[config.mk]
export PLATFORM = sky130hd
export DESIGN_NAME = mux2_burst_arbiter
export DESIGN_NICKNAME = d
export VERILOG_FILES = /design/src/rtl/mux2_arb_pkg.sv /design/src/rtl/mux_2x1_bus.sv /design/src/rtl/mux2_burst_arbiter.sv
export SDC_FILE = /design/constraint.sdc
export NUM_CORES = 1
export LEC_CHECK = 0
export ABC_AREA = 1
export CORE_ASPECT_RATIO = 1.1
export CORE_MARGIN = 2
export CORE_UTILIZATION = 47
export CTS_CLUSTER_SIZE = 30
export DETAILED_ROUTE_END_ITERATION = 12
export PLACE_DENSITY_LB_ADDON = 0.2
export SYNTH_ARGS = -nofsm -noshare
export SYNTH_HDL_FRONTEND = slang
export SYNTH_HIERARCHICAL = 1
export SYNTH_SLANG_ARGS = --single-unit
[constraint.sdc]
create_clock -name clk -period 5.1 [get_ports clk]
set_clock_uncertainty 0.2 [all_clocks]
set_input_delay 1.275 -clock clk [delete_from_list [all_inputs] [get_ports clk]]
set_output_delay 1.275 -clock clk [all_outputs]
set_load 0.005 [all_outputs]
[src/rtl/mux2_arb_pkg.sv]
// Shared types and helpers for the two-requester burst arbiter.
// Arbiter state encoding, requester indices and burst-counter sizing.
package mux2_arb_pkg;

  localparam int unsigned StateW = 2;

  typedef enum logic [StateW-1:0] {
    StIdle = 2'd0,
    StG0   = 2'd1,
    StG1   = 2'd2
  } arb_state_e;

  localparam logic Req0 = 1'b0;
  localparam logic Req1 = 1'b1;

  // Wide enough to hold 0..max_burst.
  function automatic int unsigned cnt_width(int unsigned max_burst);
    return $clog2(max_burst + 1);
  endfunction

endpackage

[src/rtl/mux_2x1_bus.sv]
// WIDTH-bit combinational 2:1 mux; sel=0 picks in0, sel=1 picks in1.
module mux_2x1_bus #(
  parameter int unsigned WIDTH = 8
) (
  input  logic [WIDTH-1:0] in0,
  input  logic [WIDTH-1:0] in1,
  input  logic             sel,
  output logic [WIDTH-1:0] y
);

  assign y = sel ? in1 : in0;

endmodule

[src/rtl/mux2_burst_arbiter.sv]
// Round-robin arbiter with bounded bursts sharing one 2:1 mux datapath,
// feeding a single registered valid/ready output stage.
module mux2_burst_arbiter
  import mux2_arb_pkg::*;
#(
  parameter int unsigned WIDTH     = 8,
  parameter int unsigned MAX_BURST = 4
) (
  input  logic             clk,
  input  logic             rst_n,
  input  logic             req0,
  input  logic             req1,
  input  logic [WIDTH-1:0] din0,
  input  logic [WIDTH-1:0] din1,
  input  logic             vld0,
  input  logic             vld1,
  output logic             ack0,
  output logic             ack1,
  output logic             gnt0,
  output logic             gnt1,
  output logic             sel,
  output logic [WIDTH-1:0] dout,
  output logic             dout_vld,
  input  logic             dout_rdy
);

  localparam int unsigned CntW = cnt_width(MAX_BURST);

  arb_state_e      state;
  logic [CntW-1:0] cnt;
  logic            last;
  logic            space;
  logic            accept;
  logic            at_max;
  logic [WIDTH-1:0] mux_out;

  mux_2x1_bus #(
    .WIDTH (WIDTH)
  ) u_mux (
    .in0 (din0),
    .in1 (din1),
    .sel (sel),
    .y   (mux_out)
  );

  assign space  = ~dout_vld | dout_rdy;
  // A dropped req blocks acceptance in the same cycle even if vld is high.
  assign ack0   = (state == StG0) & req0 & vld0 & space;
  assign ack1   = (state == StG1) & req1 & vld1 & space;
  assign accept = ack0 | ack1;
  assign at_max = accept & (cnt == CntW'(MAX_BURST - 1));

  always_ff @(posedge clk or negedge rst_n) begin
    if (!rst_n) begin
      state    <= StIdle;
      gnt0     <= 1'b0;
      gnt1     <= 1'b0;
      sel      <= 1'b0;
      dout     <= '0;
      dout_vld <= 1'b0;
      cnt      <= '0;
      last     <= Req1;
    end else begin
      if (accept) begin
        dout     <= mux_out;
        dout_vld <= 1'b1;
      end else if (dout_rdy) begin
        dout_vld <= 1'b0;
      end

      case (state)
        StIdle: begin
          if (req0 && (!req1 || last == Req1)) begin
            state <= StG0; gnt0 <= 1'b1; gnt1 <= 1'b0; sel <= 1'b0;
            last  <= Req0; cnt <= '0;
          end else if (req1) begin
            state <= StG1; gnt0 <= 1'b0; gnt1 <= 1'b1; sel <= 1'b1;
            last  <= Req1; cnt <= '0;
          end
        end
        StG0: begin
          if (!req0 || at_max) begin
            cnt <= '0;
            if (req1) begin
              state <= StG1; gnt0 <= 1'b0; gnt1 <= 1'b1; sel <= 1'b1;
              last  <= Req1;
            end else begin
              state <= StIdle; gnt0 <= 1'b0; gnt1 <= 1'b0; sel <= 1'b0;
            end
          end else if (accept) begin
            cnt <= cnt + 1'b1;
          end
        end
        StG1: begin
          if (!req1 || at_max) begin
            cnt <= '0;
            if (req0) begin
              state <= StG0; gnt0 <= 1'b1; gnt1 <= 1'b0; sel <= 1'b0;
              last  <= Req0;
            end else begin
              state <= StIdle; gnt0 <= 1'b0; gnt1 <= 1'b0; sel <= 1'b0;
            end
          end else if (accept) begin
            cnt <= cnt + 1'b1;
          end
        end
        default: begin
          state <= StIdle; gnt0 <= 1'b0; gnt1 <= 1'b0; sel <= 1'b0;
          cnt   <= '0;
        end
      endcase
    end
  end

endmodule

==> results of run 1 <==
## metal layers
layer	share of wire	wire, um	vias up
met4	0.0090	19	0
met2	0.55	1170	32
met1	0.38	804	437
met3	0.056	118	2
met5	0	0	-
li1	-	-	498
## cells by family (layout without fill, tap and decap cells)
group,Yosys count,after routing,share of synthesized area
AO/OA/AOI/OAI,10,10,0.0569
XOR/XNOR,1,1,0.00848
adder cells (fa/ha/maj),6,6,0.0726
buffers and inverters,19,56,0.0872
flip-flops,17,17,0.413
AND/OR/NAND/NOR,87,87,0.362
## power groups by stage
stage / logic (uW) / clock network (uW) / registers [uW]
2_1_floorplan: 208 / 0 / 225
3_3_place_gp: 322 / 0 / 231
3_5_place_dp: 331 / 0 / 233
4_1_cts: 333 / 73.4 / 230
5_1_grt: 375 / 79.9 / 239
6_report: 328 / 70.2 / 230
## worst max-delay path, cell delays in order
cell and delay (ps):
clkdlybuf4s50_1 540, nand2_1 100, nor2_2 110, nand2_2 90
inv_1 60, clkdlybuf4s50_1 500
## cell usage in the layout (no fill, tap or decap)
master and instances:
nand2_1 70, clkdlybuf4s50_1 36, dfrtp_1 16, inv_1 14, ha_1 6, nand3_1 5
a21oi_1 5, nand2_2 4, nand2_4 3, clkbuf_4 3, nor2_2 2, inv_2 2
o21ai_2 2, nor2_1 2, o21ai_1 1, o22ai_1 1, xor2_1 1, o21ai_0 1
nand3b_1 1, clkbuf_1 1, dfstp_2 1
## final timing paths
| path | slack (ps) | startpoint | endpoint |
|---|---|---|---|
| worst max-delay path | 950 | req0 | ack0 |
| worst min-delay path | 280 | dout[0] | dout[0] |
| worst max register to register | 3250 | state[1] | sel |
| worst min register to register | 280 | dout[0] | dout[0] |
| max in group asynchronous | 3030 | rst_n | state[1] |
| min in group asynchronous | 1220 | rst_n | dout[0] |
## registers in the layout, summed over array words and instances, names as in the netlist
signal    count
dout          8
cnt           3
state         2
dout_vld      1
gnt0          1
last          1
sel           1
## through the flow
stage,cells,hold slack [ps]
after floorplan,140,249
after global placement,201,253
after detailed placement,201,258
after CTS,205,282
after global routing,205,318
final,205,276
## final cells by class
class / instances / area (sq um) / share of cell area
clock buffers: 4 / 26.3 / 0.0184
inverters: 16 / 60.1 / 0.0421
multi-input cells: 104 / 517 / 0.363
flip-flops and latches: 17 / 427 / 0.299
well taps: 28 / 35.0 / 0.0246
repair buffers: 36 / 360 / 0.253
==> results.md, run 1 <==
* Outcome: finished clean
* Global-route usage over all layers at 0.188
* Reg clk slew, reported paths at 90 ps
* Cell count after synthesis at 140
* Worst slack, placed at 949 ps
* Synth-to-layout area growth at 37.9%
* Mapped Area at between 1000 and 1500 sq um
* Commonest cells in the netlist: nand2_1 (70), dfrtp_1 (16), inv_1 (14), ha_1 (6)
* DRC at 0
* Final number of setup-violating endpoints at 0
* Hold Path Cell Cnt at 2
* Final Hold Fails at 0
* Syn avg cell area at 7.38 sq um
* Top Usage Layer GRT: met2
* Cts hold-fix bufs at 0
* DR WL/cell at 10.3 um
* Yosys reg bits at 17
* Leakage at roughly 0.00076 uW
* I/O pins at 37
* Power Density at 441 nW/um^2
* Sequential power share at 0.366
* RSZ-0062 raised after global routing: false
* Antenna violations before repair at 0
* Grt met2 use at 0.381
* N_diodes at 0
* Routed Antenna Nets at 0
* Tcrit/Tclk final at 0.814
* Layout cells sized above 1 at 0.0960
* Post-synth top flop: dfrtp_1
* Met3 Use GR at 0.0367
* Period minus WS final at 4150 ps
* Worst skew pair latency at approximately 280 ps
* Hpwl dp at 1.76 mm
* Setup TNS at 0 ps
* Dominant cells by area after synthesis: dfrtp_1 (39%), nand2_1 (25%), ha_1 (7.3%)
* Comb power frac at 0.522
* P_sw at 243 uW
* DR pass1 iterations at 3
* Number of fill cells at between 150 and 200
* Syn nets at 169
* Largest area contributor in the netlist: dfrtp_1
* Die area at 2590 sq um
* Peak supply drop at 0.285 mV
* CTS Buf Count at 3
* Worst reg2reg path depth at 11
* Root buf cell: clkbuf_4
* Placer Congestion at 0.850
* First-pass GRT wire length at 3.71 mm
* Via count at a little under 1000
* Synth warn at 6
* Asr flop ratio synth at 1.00
* Critical Path Source Type: primary input
* Placement Cell Area at 1400 sq um
* Switching Share at 0.388
* WP data required at 3620 ps
* Largest net degree at the start of global routing at 18
* # Post-CTS Setup Buffers at 0
* Setup CP Type: primary input to output pin
* Setup slack after layout at 948 ps
* Post-synth EDFFs at 0
* Vias/cell at 4.73
* CP Capture Type: output pin
* Total gr overflow at 0
* Final wirelength at 2.12 mm
* Post-synthesis sequential area ratio at 0.413
* CTS H-Tree Depth at 1
* Top achievable clock speed at between 200 and 250 MHz
* CORE AREA at about 2000 sq um
* Slew HR at 0.515
* Internal power at 385 uW
* Die Y at ~53 um
* Max Slew Vio Count at 0
* Crit path DAT at 2680 ps
* Port Buffers at 36
* Die Width at ~49 um
* Post-layout net count at 207
* Finished Core Util at 0.698
* Most frequent cell after synthesis: nand2_1
* Vias in the first global route at 925
* CTS tree: done
* Clk network pwr share at 0.112
* Starting Density at 0.506
* CTS Sinks at 17
* MaxCap Viol Count at 0
* Cts repair resizes at 0
* Post-synth top area share at 0.387
* CP max FO at 4
* Synth cell types at 20
* Final Power at 628 uW
* Transition time of the tightest slew-check pin at 726 ps
* Std cell rows at 17
* DRT iter0 DRCs at 9
* Min-Delay Path Class: flop to flop
* Clock tree buffer depth at 2
* Final instance area at 1430 sq um
* Met1 Use GR at 0.184
Note: power is estimated with default switching activity, not from simulation.
==> inputs of run 2 (changes only) <==
Settings changed: CORE_UTILIZATION 47 to 40.
Clock period 5.1 ns to 3.6 ns, I/O delays scaled along.
==> run 2 against run 1 <==
- worst setup slack worse by 700 ps
- highest routed layer unchanged
- critical path type unchanged
- clock power up 42%
- utilization down 12 points
- combinational power up 41%
- via count up 0.21%
- power up 42%
- critical endpoint unchanged
- wire length up 0.14%
- non-clock buffer count unchanged
- sequential power up 43%
==> results.md, run 2 (synthesized netlist as in run 1, its figures left out) <==
* Clock tree buffer depth at 2 (unchanged)
* Die area at 3010 sq um (was 2590 sq um)
* DR pass1 iterations at 4 (was 3)
* Critical-path top delay cell: clkdlybuf4s50_1 (unchanged)
* WP data required at 2500 ps (was 3620 ps)
* Largest stage delay, worst path at 520 ps (was 540 ps)
* Outcome: finished clean (unchanged)
* Slew HR at 0.501 (was 0.515)
* Worst skew pair latency at 280 ps (about the same)
* Via count at 971 (was 969)
* Max Slew Vio Count at 0 (unchanged)
* Worst slack, placed at 250 ps (was 949 ps)
* CTS tree: done (unchanged)
* Setup CP Type: primary input to output pin (unchanged)
* Hpwl dp at 1.74 mm (was 1.76 mm)
* Leakage at 0.000758 uW (unchanged)
* Die Width at 52.5 um (was 48.7 um)
* Layout cells sized above 1 at 0.0960 (unchanged)
* DRC at 0 (unchanged)
* Tcrit/Tclk final at 0.932
* CP Capture Type: output pin (unchanged)
* Critical Path Source Type: primary input (unchanged)
* CORE AREA at 2470 sq um (was 2040 sq um)
* First-pass GRT wire length at 3.59 mm (was 3.71 mm)
* Largest net degree at the start of global routing at 18 (unchanged)
* Post-layout net count at 207 (unchanged)
* Die Y at 57.3 um (was 53.2 um)
* Cts repair resizes at 0 (unchanged)
* Setup TNS at 0 ps (unchanged)
* RSZ-0062 raised after global routing: false (unchanged)
* Cts hold-fix bufs at 0 (unchanged)
* MaxCap Viol Count at 0 (unchanged)
* Root buf cell: clkbuf_4 (unchanged)
* Period minus WS final at 3350 ps
* Crit path DAT at 2250 ps (was 2680 ps)
* Synth-to-layout area growth at 38.3% (was 37.9%)
* CTS H-Tree Depth at 1 (unchanged)
* Max reg flops at 8 (unchanged)
* Top reg by flops: dout (unchanged)
* Commonest non-fill, non-tap cells in the layout: nand2_1 (70), clkdlybuf4s50_1 (36), dfrtp_1 (16) (unchanged)
* N_diodes at 0 (unchanged)
* Finished Core Util at 0.578 (was 0.698)
* Global-route usage over all layers at 0.157 (was 0.188)
* DR WL/cell at 10.2 um (was 10.3 um)
* Setup slack after layout at 245 ps (was 948 ps)
* Port Buffers at 36 (unchanged)
* CP max FO at 4 (unchanged)
* Top achievable clock speed at 298 MHz
* # Post-CTS Setup Buffers at 0 (unchanged)
* CP dominant cell by count: clkdlybuf4s50_1 (unchanged)
* Final Hold Fails at 0 (unchanged)
* Peak supply drop at 0.343 mV (was 0.285 mV)
* Final wirelength at 2.12 mm (about the same)
* Commonest non-fill, non-tap cell in the layout: nand2_1 (unchanged)
* Placer Congestion at 0.783 (was 0.850)
* Vias in the first global route at 916 (was 925)
* Min-Delay Path Class: flop to flop (unchanged)
* Final number of setup-violating endpoints at 0 (unchanged)
* Starting Density at 0.418 (was 0.506)
* Crit-path cells: clkdlybuf4s50_1 -> nand2_1 -> nor2_2 -> nand2_2 -> inv_1 -> clkdlybuf4s50_1 (unchanged)
* Transition time of the tightest slew-check pin at 746 ps (was 726 ps)
* Reg clk slew, reported paths at 100 ps (was 90 ps)
* I/O pins at 37 (unchanged)
* Total gr overflow at 0 (unchanged)
* CTS Sinks at 17 (unchanged)
* Std cell rows at 19 (was 17)
* CTS Buf Count at 3 (unchanged)
* Routed Antenna Nets at 0 (unchanged)
* Largest regs: dout (8), cnt (3), state (2) (unchanged)
* Final Power at 892 uW (was 628 uW)
* DRT iter0 DRCs at 9 (unchanged)
* Antenna violations before repair at 0 (unchanged)
* Power Density at 624 nW/um^2 (was 441 nW/um^2)
* Vias/cell at 4.67 (was 4.73)
==> run 2: cell counts in the layout (fill, tap and decap cells not counted) <==
No cell type changed its count.
==> run 2: where the power goes <==
| part | leakage, uW | total [uW] | internal (uW) | switching [uW] |
|---|---|---|---|---|
| sequential | 0.000218 | 328 | 267 | 60.7 |
| combinational | 0.000525 | 464 | 234 | 230 |
| clock | 0.0000150 | 99.5 | 42.9 | 56.6 |
| total | 0.000758 | 892 | 545 | 347 |
==> run 2: path summary, 6_finish.rpt <==
path                       slack, ps      end  startpoint  cells after the start
min in group asynchronous        850  dout[1]       rst_n                      1
setup reg to reg                1750      sel    state[0]                     11
setup / recovery                 250     ack0        req0                      6
hold / removal                   280  dout[7]     dout[7]                      2
max in group asynchronous       1880   cnt[0]       rst_n                      1
hold reg to reg                  280  dout[7]     dout[7]                      2
==> run 2: cell type report <==
cell class / count / area, sq um
Clock buffer: 4 / 26.3
Sequential cell: 17 / 427
Fill cell: 257 / 1040
Timing Repair Buffer: 36 / 360
Multi-Input combinational cell: 104 / 517
Tap cell: 31 / 38.8
Inverter: 16 / 60.1
==> run 2: stage by stage <==
stage / hold WS [ps] / area [sq um] / instances
final: 279 / 1430 / 208
after global routing: 292 / 1430 / 208
after CTS: 284 / 1430 / 208
after detailed placement: 262 / 1400 / 204
after global placement: 252 / 1400 / 204
after floorplan: 249 / 1030 / 140
==> run 2: metal layers <==
layer / vias to the layer above / GRT usage / routed length [um]
li1: 502 / - / -
met1: 434 / 0.186 / 888
met2: 33 / 0.264 / 1070
met3: 2 / 0.0340 / 139
met4: 0 / 0.0769 / 27
met5: - / 0 / 0
==> run 2: critical path: cells and delay by family <==
family | cells | cell delay (ps)
AND/OR/NAND/NOR | 3 | 300
buffers and inverters | 3 | 1050
==> inputs of run 3 (changes only) <==
Settings changed: CTS_CLUSTER_DIAMETER set to 30.
==> results of run 3 <==
Final layout, timing and power as in run 2 (identical DEF).
